==> config.mk <==
export PLATFORM = sky130hd
export DESIGN_NAME = mips_mc_control
export DESIGN_NICKNAME = d
export VERILOG_FILES = /design/src/rtl/mips_mc_control.sv
export SDC_FILE = /design/constraint.sdc
export NUM_CORES = 1
export LEC_CHECK = 0
export BUFFER_PORTS_ARGS = -buffer_cell sky130_fd_sc_hd__buf_2
export CORE_MARGIN = 2
export CORE_UTILIZATION = 30
export DETAILED_ROUTE_END_ITERATION = 16
export SETUP_SLACK_MARGIN = 0.5
export SLEW_MARGIN = 0
export SYNTH_ARGS = -nofsm -noshare
export SYNTH_HDL_FRONTEND = slang
export SYNTH_SLANG_ARGS = --single-unit
==> constraint.sdc <==
create_clock -name clk -period 1.8 [get_ports clk]
set_input_delay 0.09 -clock clk [delete_from_list [all_inputs] [get_ports clk]]
set_output_delay 0.09 -clock clk [all_outputs]
set_load 0.02 [all_outputs]
==> src/rtl/mips_mc_control.sv <==
// Multicycle MIPS control FSM with memory-stall timeout and sticky fault.
// Optional BNE support is enabled by defining MIPS_MC_BNE_EN.
module mips_mc_control #(
    parameter int MAX_WAIT = 15,
    parameter int CNT_W    = 8
) (
    input  logic       clk,
    input  logic       reset,
    input  logic [5:0] op,
    input  logic       zero,
    input  logic       mem_ready,
    output logic       memread,
    output logic       memwrite,
    output logic       alusrca,
    output logic       pcen,
    output logic       memtoreg,
    output logic       regdst,
    output logic       iord,
    output logic       regwrite,
    output logic       irwrite,
    output logic [1:0] alusrcb,
    output logic [1:0] pcsource,
    output logic [1:0] aluop,
    output logic [3:0] state,
    output logic       fault
);

    typedef enum logic [3:0] {
        FETCH   = 4'd0,
        DECODE  = 4'd1,
        MEMADR  = 4'd2,
        MEMRD   = 4'd3,
        MEMWB   = 4'd4,
        MEMWR   = 4'd5,
        RTYPEEX = 4'd6,
        RTYPEWB = 4'd7,
        BEQEX   = 4'd8,
        BNEEX   = 4'd9,
        JEX     = 4'd10,
        ADDIEX  = 4'd11,
        ADDIWB  = 4'd12,
        FAULT   = 4'd15
    } state_t;

    localparam logic [CNT_W-1:0] WAIT_LIM = CNT_W'(MAX_WAIT);

    state_t           cur_st;
    state_t           nxt_st;
    logic [CNT_W-1:0] wait_cnt;
    logic             fault_q;
    logic             waiting;
    logic             timeout;

    assign waiting = (cur_st == FETCH) || (cur_st == MEMRD) || (cur_st == MEMWR);
    // A completing access on the limit cycle still proceeds normally.
    assign timeout = waiting && !mem_ready && (wait_cnt == WAIT_LIM);
    assign state   = cur_st;
    assign fault   = fault_q;

    always_ff @(posedge clk or posedge reset) begin
        if (reset) begin
            cur_st   <= FETCH;
            wait_cnt <= '0;
            fault_q  <= 1'b0;
        end else begin
            cur_st   <= nxt_st;
            fault_q  <= fault_q | (nxt_st == FAULT);
            if (waiting && !mem_ready && !timeout)
                wait_cnt <= wait_cnt + 1'b1;
            else
                wait_cnt <= '0;
        end
    end

    always_comb begin
        nxt_st   = cur_st;
        memread  = 1'b0;
        memwrite = 1'b0;
        alusrca  = 1'b0;
        pcen     = 1'b0;
        memtoreg = 1'b0;
        regdst   = 1'b0;
        iord     = 1'b0;
        regwrite = 1'b0;
        irwrite  = 1'b0;
        alusrcb  = 2'b00;
        pcsource = 2'b00;
        aluop    = 2'b00;
        case (cur_st)
            FETCH: begin
                memread = 1'b1;
                alusrcb = 2'b01;
                irwrite = mem_ready;
                pcen    = mem_ready;
                if (mem_ready) nxt_st = DECODE;
            end
            DECODE: begin
                alusrcb = 2'b11;
                case (op)
                    6'b100011, 6'b101011: nxt_st = MEMADR;
                    6'b000000:            nxt_st = RTYPEEX;
                    6'b000100:            nxt_st = BEQEX;
`ifdef MIPS_MC_BNE_EN
                    6'b000101:            nxt_st = BNEEX;
`endif
                    6'b000010:            nxt_st = JEX;
                    6'b001000:            nxt_st = ADDIEX;
                    default:              nxt_st = FAULT;
                endcase
            end
            MEMADR: begin
                alusrca = 1'b1;
                alusrcb = 2'b10;
                nxt_st  = (op == 6'b100011) ? MEMRD : MEMWR;
            end
            MEMRD: begin
                memread = 1'b1;
                iord    = 1'b1;
                if (mem_ready) nxt_st = MEMWB;
            end
            MEMWB: begin
                regwrite = 1'b1;
                memtoreg = 1'b1;
                nxt_st   = FETCH;
            end
            MEMWR: begin
                memwrite = 1'b1;
                iord     = 1'b1;
                if (mem_ready) nxt_st = FETCH;
            end
            RTYPEEX: begin
                alusrca = 1'b1;
                aluop   = 2'b10;
                nxt_st  = RTYPEWB;
            end
            RTYPEWB: begin
                regdst   = 1'b1;
                regwrite = 1'b1;
                nxt_st   = FETCH;
            end
            BEQEX, BNEEX: begin
                alusrca  = 1'b1;
                aluop    = 2'b01;
                pcsource = 2'b01;
                pcen     = (cur_st == BEQEX) ? zero : ~zero;
                nxt_st   = FETCH;
            end
            JEX: begin
                pcsource = 2'b10;
                pcen     = 1'b1;
                nxt_st   = FETCH;
            end
            ADDIEX: begin
                alusrca = 1'b1;
                alusrcb = 2'b10;
                nxt_st  = ADDIWB;
            end
            ADDIWB: begin
                regwrite = 1'b1;
                nxt_st   = FETCH;
            end
            FAULT:   nxt_st = FAULT;
            default: nxt_st = FAULT;
        endcase
        if (timeout) nxt_st = FAULT;
        // Reset holds the register in FETCH, whose strobes must not escape.
        if (reset) begin
            memread  = 1'b0;
            memwrite = 1'b0;
            alusrca  = 1'b0;
            pcen     = 1'b0;
            memtoreg = 1'b0;
            regdst   = 1'b0;
            iord     = 1'b0;
            regwrite = 1'b0;
            irwrite  = 1'b0;
            alusrcb  = 2'b00;
            pcsource = 2'b00;
            aluop    = 2'b00;
        end
    end

endmodule

==> results of run 1 <==
## cell type report
type                            instances  area (um^2)  area share
Multi-Input combinational cell        103          948       0.491
Timing Repair Buffer                   61          548       0.284
Sequential cell                        13          335       0.174
Tap cell                               46         57.6      0.0298
Clock buffer                            3         22.5      0.0117
Inverter                                3         13.8     0.00713
Clock inverter                          1         5.00     0.00259
## timing repair
item / CTS / global route
hold buffers: 1 / 0
resized for setup: 37 / 45
setup buffers: 18 / 8
hold endpoints to repair: 13 / 0
pin swaps: 4 / 12
endpoints found under the setup margin: 27 / 32
## cell usage in the layout, fill, tap and decap left out, drive strengths merged, types with 2 or more instances in the layout
| master | synthesis | layout |
|---|---|---|
| a22oi | 2 | 2 |
| nand4 | 2 | 2 |
| inv | 3 | 3 |
| o211ai | 2 | 2 |
| nand2 | 7 | 7 |
| and3 | 3 | 3 |
| a21oi | 6 | 6 |
| o32a | 2 | 2 |
| or2 | 3 | 3 |
| xor2 | 4 | 4 |
| clkbuf | 1 | 3 |
| nor4 | 3 | 3 |
| nor2 | 20 | 20 |
| xnor2 | 5 | 5 |
| nand3b | 2 | 2 |
| nand3 | 6 | 6 |
| buf | 8 | 60 |
| o21ai | 5 | 5 |
| dfrtp | 13 | 13 |
| nand2b | 5 | 5 |
| nor4b | 3 | 3 |
| nor3 | 7 | 7 |
## power breakdown
part	internal [mW]	switching, mW	total, mW	leakage (nW)
Combinational	1.20	1.14	2.35	0.626
Clock	0.0824	0.0913	0.174	0.0177
Sequential	0.376	0.0840	0.460	0.166
## cell usage after synthesis, types with 2 or more instances
cell type,number,area [um^2]
xnor2_1,5,43.8
nand4_2,2,25.0
and3_1,3,18.8
buf_6,2,22.5
nand2_1,7,26.3
or2_2,2,12.5
nand3_1,5,25.0
nor4b_2,2,30.0
inv_1,3,11.3
o21ai_1,2,10.0
buf_2,4,20.0
nor4_1,3,18.8
nand2b_1,4,25.0
nand3b_1,2,15.0
o21ai_0,3,15.0
o211ai_1,2,15.0
dfrtp_1,13,325
nor3_1,7,35.0
a21oi_1,6,30.0
nor2_1,19,71.3
xor2_1,4,35.0
buf_4,2,15.0
## through the flow
| step | setup slack (ps) | area [um^2] | cells |
|---|---|---|---|
| finish | 166 | 1930 | 230 |
| global route | 62.0 | 1930 | 230 |
| CTS | 172 | 1700 | 222 |
| detailed placement | 210 | 1380 | 199 |
| global placement | 251 | 1380 | 199 |
| floorplan | 320 | 1240 | 128 |
## kinds of logic after synthesis
| kind of cell | count (synthesis) | synth area share |
|---|---|---|
| AO/OA/AOI/OAI | 24 | 0.156 |
| flip-flops | 13 | 0.299 |
| adder cells (fa/ha/maj) | 2 | 0.0207 |
| multiplexers | 1 | 0.00920 |
| XOR/XNOR | 9 | 0.0724 |
| buffers and inverters | 12 | 0.0759 |
| AND/OR/NAND/NOR | 67 | 0.367 |
## per-layer routing
metal	vias to the layer above	track usage	part of all wire
li1	578	-	-
met4	0	0.0638	0.023
met1	567	0.202	0.39
met5	-	0	0
met3	6	0.0335	0.059
met2	43	0.292	0.52
## critical path, stage by stage (launching register included)
cell	delay, ps
dfrtp_4	510
buf_6	160
xnor2_4	130
a22oi_2	210
nand2b_4	210
nand4_4	90
a31o_1	220
## state kept, by name (all words and copies together) (netlist names)
signal	flops
fault	1
state	4
wait_cnt	8
## final timing paths
| check | start | slack, ps | end | cells past startpoint |
|---|---|---|---|---|
| max in group asynchronous | reset | 1010 | state[0] | 4 |
| max | state[2] | 170 | fault | 6 |
| max reg2reg | state[2] | 170 | fault | 6 |
| min reg2reg | fault | 480 | fault | 1 |
| min in group asynchronous | reset | 340 | wait_cnt[6] | 4 |
| min | op[4] | 310 | state[1] | 4 |
==> impl_metrics.json, run 1 <==
{
  "p_per_area_nw_per_um2": 1540,
  "synthCells": 128,
  "grt_pass1_vias": 1150,
  "fin_crit_ps": 1630,
  "antenna_found_initial": 0,
  "skew_ps": 4.59,
  "drt_iter0_markers": 63,
  "synth_ff_type": "dfrtp_1",
  "leakage_nw": 0.809,
  "cts_buffers": 3,
  "ir_drop_mv": 1.01,
  "vias": 1194,
  "fin_util": 0.565,
  "start_util": 0.319,
  "period_share": 0.908,
  "syn_avg_cell_area_um2": 8.50,
  "synthArstFlopShare": 1.00,
  "cts_buffer_depth": 2,
  "wirelength_um": 3480,
  "dp_hpwl_um": 1960,
  "cts_tree": "built",
  "path_clk_slew_ps": 70,
  "htreeDepth": 1,
  "synthesis.area_um2": 1090,
  "critPathArrivalTime_ps": 1800,
  "hold_class": "input pin to register",
  "detail-route-antenna-nets": 0,
  "synth_cell_type_count": 48,
  "syn_nets": 139,
  "required_ps": 1960,
  "power_mw": 2.98,
  "synth-seq-area-share": 0.299,
  "max_freq_mhz": 612,
  "drc": 0,
  "die_area_um2": 4130,
  "clkLatencyLatePin_ps": 270,
  "viasPerCell": 5.19,
  "maxSlewViolCount": 0,
  "fill_cells": 298,
  "synth_edf_count": 0,
  "endpoint_kind": "register",
  "run_status": "finished clean",
  "setup_violations": 0,
  "rows": 21,
  "tightestPinTransition_ps": 602,
  "cp-start-kind": "register",
  "place_congestion": 0.819,
  "clockRootBuffer": "clkbuf_4",
  "grt_max_degree": 15,
  "wl_per_cell_um": 15.1,
  "coreArea_um2": 3420,
  "finalHoldViolCount": 0,
  "grt-ovfl-total": 0,
  "grt_pass1_wl_um": 5400,
  "cap_violations": 0,
  "final_layout_size_suffix_gt1_frac": 0.647,
  "portBuffers": 29,
  "num_io_pins": 30,
  "maxSlewHeadroom": 0.599,
  "die_w_um": 64.2,
  "dieHeight_um": 64.2,
  "hold_slack_ps": 310,
  "syn_to_final_growth_pct": 77.4,
  "crit_type": "register to register",
  "antenna_cells": 0,
  "nNetsFinal": 196,
  "cts_sinks": 13,
  "synth.ff_latch_count": 13,
  "drtPass1Iterations": 4,
  "tns_ps": 0,
  "path_max_fanout": 5,
  "rsz0062_at_grt": "true",
  "ys_warn_count": 0,
  "globalRouteTotalUtil": 0.167
}
(Power assumes the default switching activity.)
==> inputs of run 2 (changes only) <==
Clock period 1.8 ns to 1.44 ns, I/O delays scaled along.
==> run 2 against run 1 <==
Compared with the run above:
- the run now ends with setup timing left
- combinational power up 43%
- flip-flop and latch count stayed put
- final cell count grew 7.8%
- non-clock buffer count increased by 18
- fmax rose by 2.2%
- hold slack got worse by 270 ps
- register-to-register slack lost 320 ps
- critical endpoint unchanged
- highest routed layer unchanged
==> impl_metrics.json, run 2 (synthesis gave the netlist of run 1 again) <==
{
  "detail-route-antenna-nets": 0,
  "antenna_cells": 0,
  "multi_input_area_um2": 988,
  "period_share": 1.11,
  "grt_pass1_wl_um": 5660,
  "num_io_pins": 30,
  "fin_crit_ps": 1600,
  "grt_max_degree": 14,
  "drc": 0,
  "top_register": "wait_cnt",
  "maxSlewViolCount": 0,
  "htreeDepth": 1,
  "path_clk_slew_ps": 80,
  "viasPerCell": 5.13,
  "power_frac_comb": 0.806,
  "endpoint_kind": "register",
  "setup_ws_ps": -158,
  "die_area_um2": 4130,
  "cts_buffers": 3,
  "rows": 21,
  "power.switching_mw": 1.74,
  "r2r-start": "state[0]",
  "globalRouteTotalUtil": 0.174,
  "clockPowerShare": 0.056,
  "cts_sinks": 13,
  "vias": 1273,
  "layout_commonest_cell": "buf_4",
  "violations": "setup timing",
  "tightestPinTransition_ps": 513,
  "clkLatencyLatePin_ps": 280,
  "drt_iter0_markers": 23,
  "fill_cells": 274,
  "cts_buffer_depth": 2,
  "cp-start-kind": "register",
  "regArea_um2": 330,
  "required_ps": 1620,
  "p_per_area_nw_per_um2": 1910,
  "rsz0062_at_grt": "true",
  "finalHoldViolCount": 0,
  "dieHeight_um": 64.2,
  "antenna_found_initial": 0,
  "leakage_nw": 0.933,
  "switching_share": 0.417,
  "path_max_fanout": 5,
  "wirelength_um": 3500,
  "place_congestion": 0.800,
  "drtPass1Iterations": 4,
  "max_freq_mhz": 626,
  "ctsHoldBuffers": 0,
  "ir_drop_mv": 0.988,
  "r2r_cells": 6,
  "syn_to_final_growth_pct": 100,
  "start_util": 0.319,
  "cts_tree": "built",
  "internal_power_mw": 2.43,
  "portBuffers": 29,
  "seqPwrFrac": 0.138,
  "run_status": "finished with violations",
  "critPathArrivalTime_ps": 1780,
  "largest_reg_flops": 8,
  "final_layout_size_suffix_gt1_frac": 0.673,
  "setup_violations": 26,
  "coreArea_um2": 3420,
  "cap_violations": 0,
  "crit_type": "register to register",
  "nNetsFinal": 214,
  "dpl.cell_count": 220,
  "startpoint": "state[0]",
  "skew_ps": 5.27,
  "stdcell_count": 248,
  "hold_class": "input pin to asynchronous set/reset pin",
  "layout_common_cells": "buf_4, buf_6, buf_2, nor2_1, dfrtp_1",
  "clockRootBuffer": "clkbuf_4",
  "fin_util": 0.638,
  "dp_hpwl_um": 2430,
  "cp-endpoint": "fault",
  "maxSlewHeadroom": 0.649,
  "r2r_setup_slack_ps": -160,
  "dp_slack_ps": -76.4,
  "grt-ovfl-total": 0,
  "hold_slack_ps": 38.7,
  "wl_per_cell_um": 14.1,
  "grt_pass1_vias": 1253,
  "die_w_um": 64.2,
  "reg2reg_to": "fault"
}
-- run 2: cell count changes in the layout (fill, tap and decap cells not counted), sizes merged --
cell          before  now
buf               60   78
clkbuf             3    5
clkinv             1    0
dlymetal6s4s       1    0
-- run 2: layer usage --
metal | up-vias | wire length [um] | track usage
met3 | 7 | 72 | 0.00880
met5 | - | 0 | 0
met4 | 0 | 73 | 0.0798
met1 | 630 | 1450 | 0.212
met2 | 26 | 1910 | 0.315
li1 | 610 | - | -
-- run 2: critical path, cell delays in order, from the launching register on --
cell and delay [ps]:
dfrtp_2 460, buf_6 160, xnor2_2 140, a22oi_2 220
nand2b_4 220, nand4_2 110, a31o_1 190
-- run 2: timing repair --
action,in CTS,in global routing
pin swaps,9,6
setup endpoints to repair,32,32
gates resized for setup,46,33
setup buffers,15,8
gates cloned,0,1
-- run 2: layout make-up --
cell class / instances / area share
repair buffers: 79 / 0.351
multi-input cells: 103 / 0.454
flip-flops and latches: 13 / 0.152
well taps: 46 / 0.0264
inverters: 3 / 0.00517
clock buffers: 4 / 0.0121
-- run 2: metrics by stage --
| step | power [mW] | cell area, um^2 | setup TNS, ps |
|---|---|---|---|
| 6_report | 4.17 | 2180 | -2600 |
| 5_1_grt | 4.43 | 2180 | -4160 |
| 4_1_cts | 3.61 | 1950 | -2480 |
| 3_5_place_dp | 2.72 | 1640 | -257 |
| 3_3_place_gp | 2.66 | 1640 | -31.8 |
| 2_1_floorplan | 2.24 | 1340 | -278 |
-- run 2: worst min-delay path by stage --
| stage | from | to | slack (ps) | cells past startpoint |
|---|---|---|---|---|
| after floorplan | reset | fault | -10 | 1 |
| after global placement | reset | wait_cnt[6] | 330 | 3 |
| after detailed placement | reset | wait_cnt[5] | 340 | 3 |
| after CTS | reset | wait_cnt[6] | 40 | 3 |
| after global routing | reset | wait_cnt[5] | 60 | 3 |
| final | reset | wait_cnt[6] | 40 | 3 |
-- run 2: power by group through the flow --
stage / Sequential, mW / Clock, mW / Combinational (mW)
floorplan: 0.625 / 0 / 1.61
global placement: 0.629 / 0 / 2.03
detailed placement: 0.637 / 0 / 2.09
CTS: 0.592 / 0.237 / 2.78
global route: 0.583 / 0.259 / 3.59
finish: 0.576 / 0.232 / 3.36
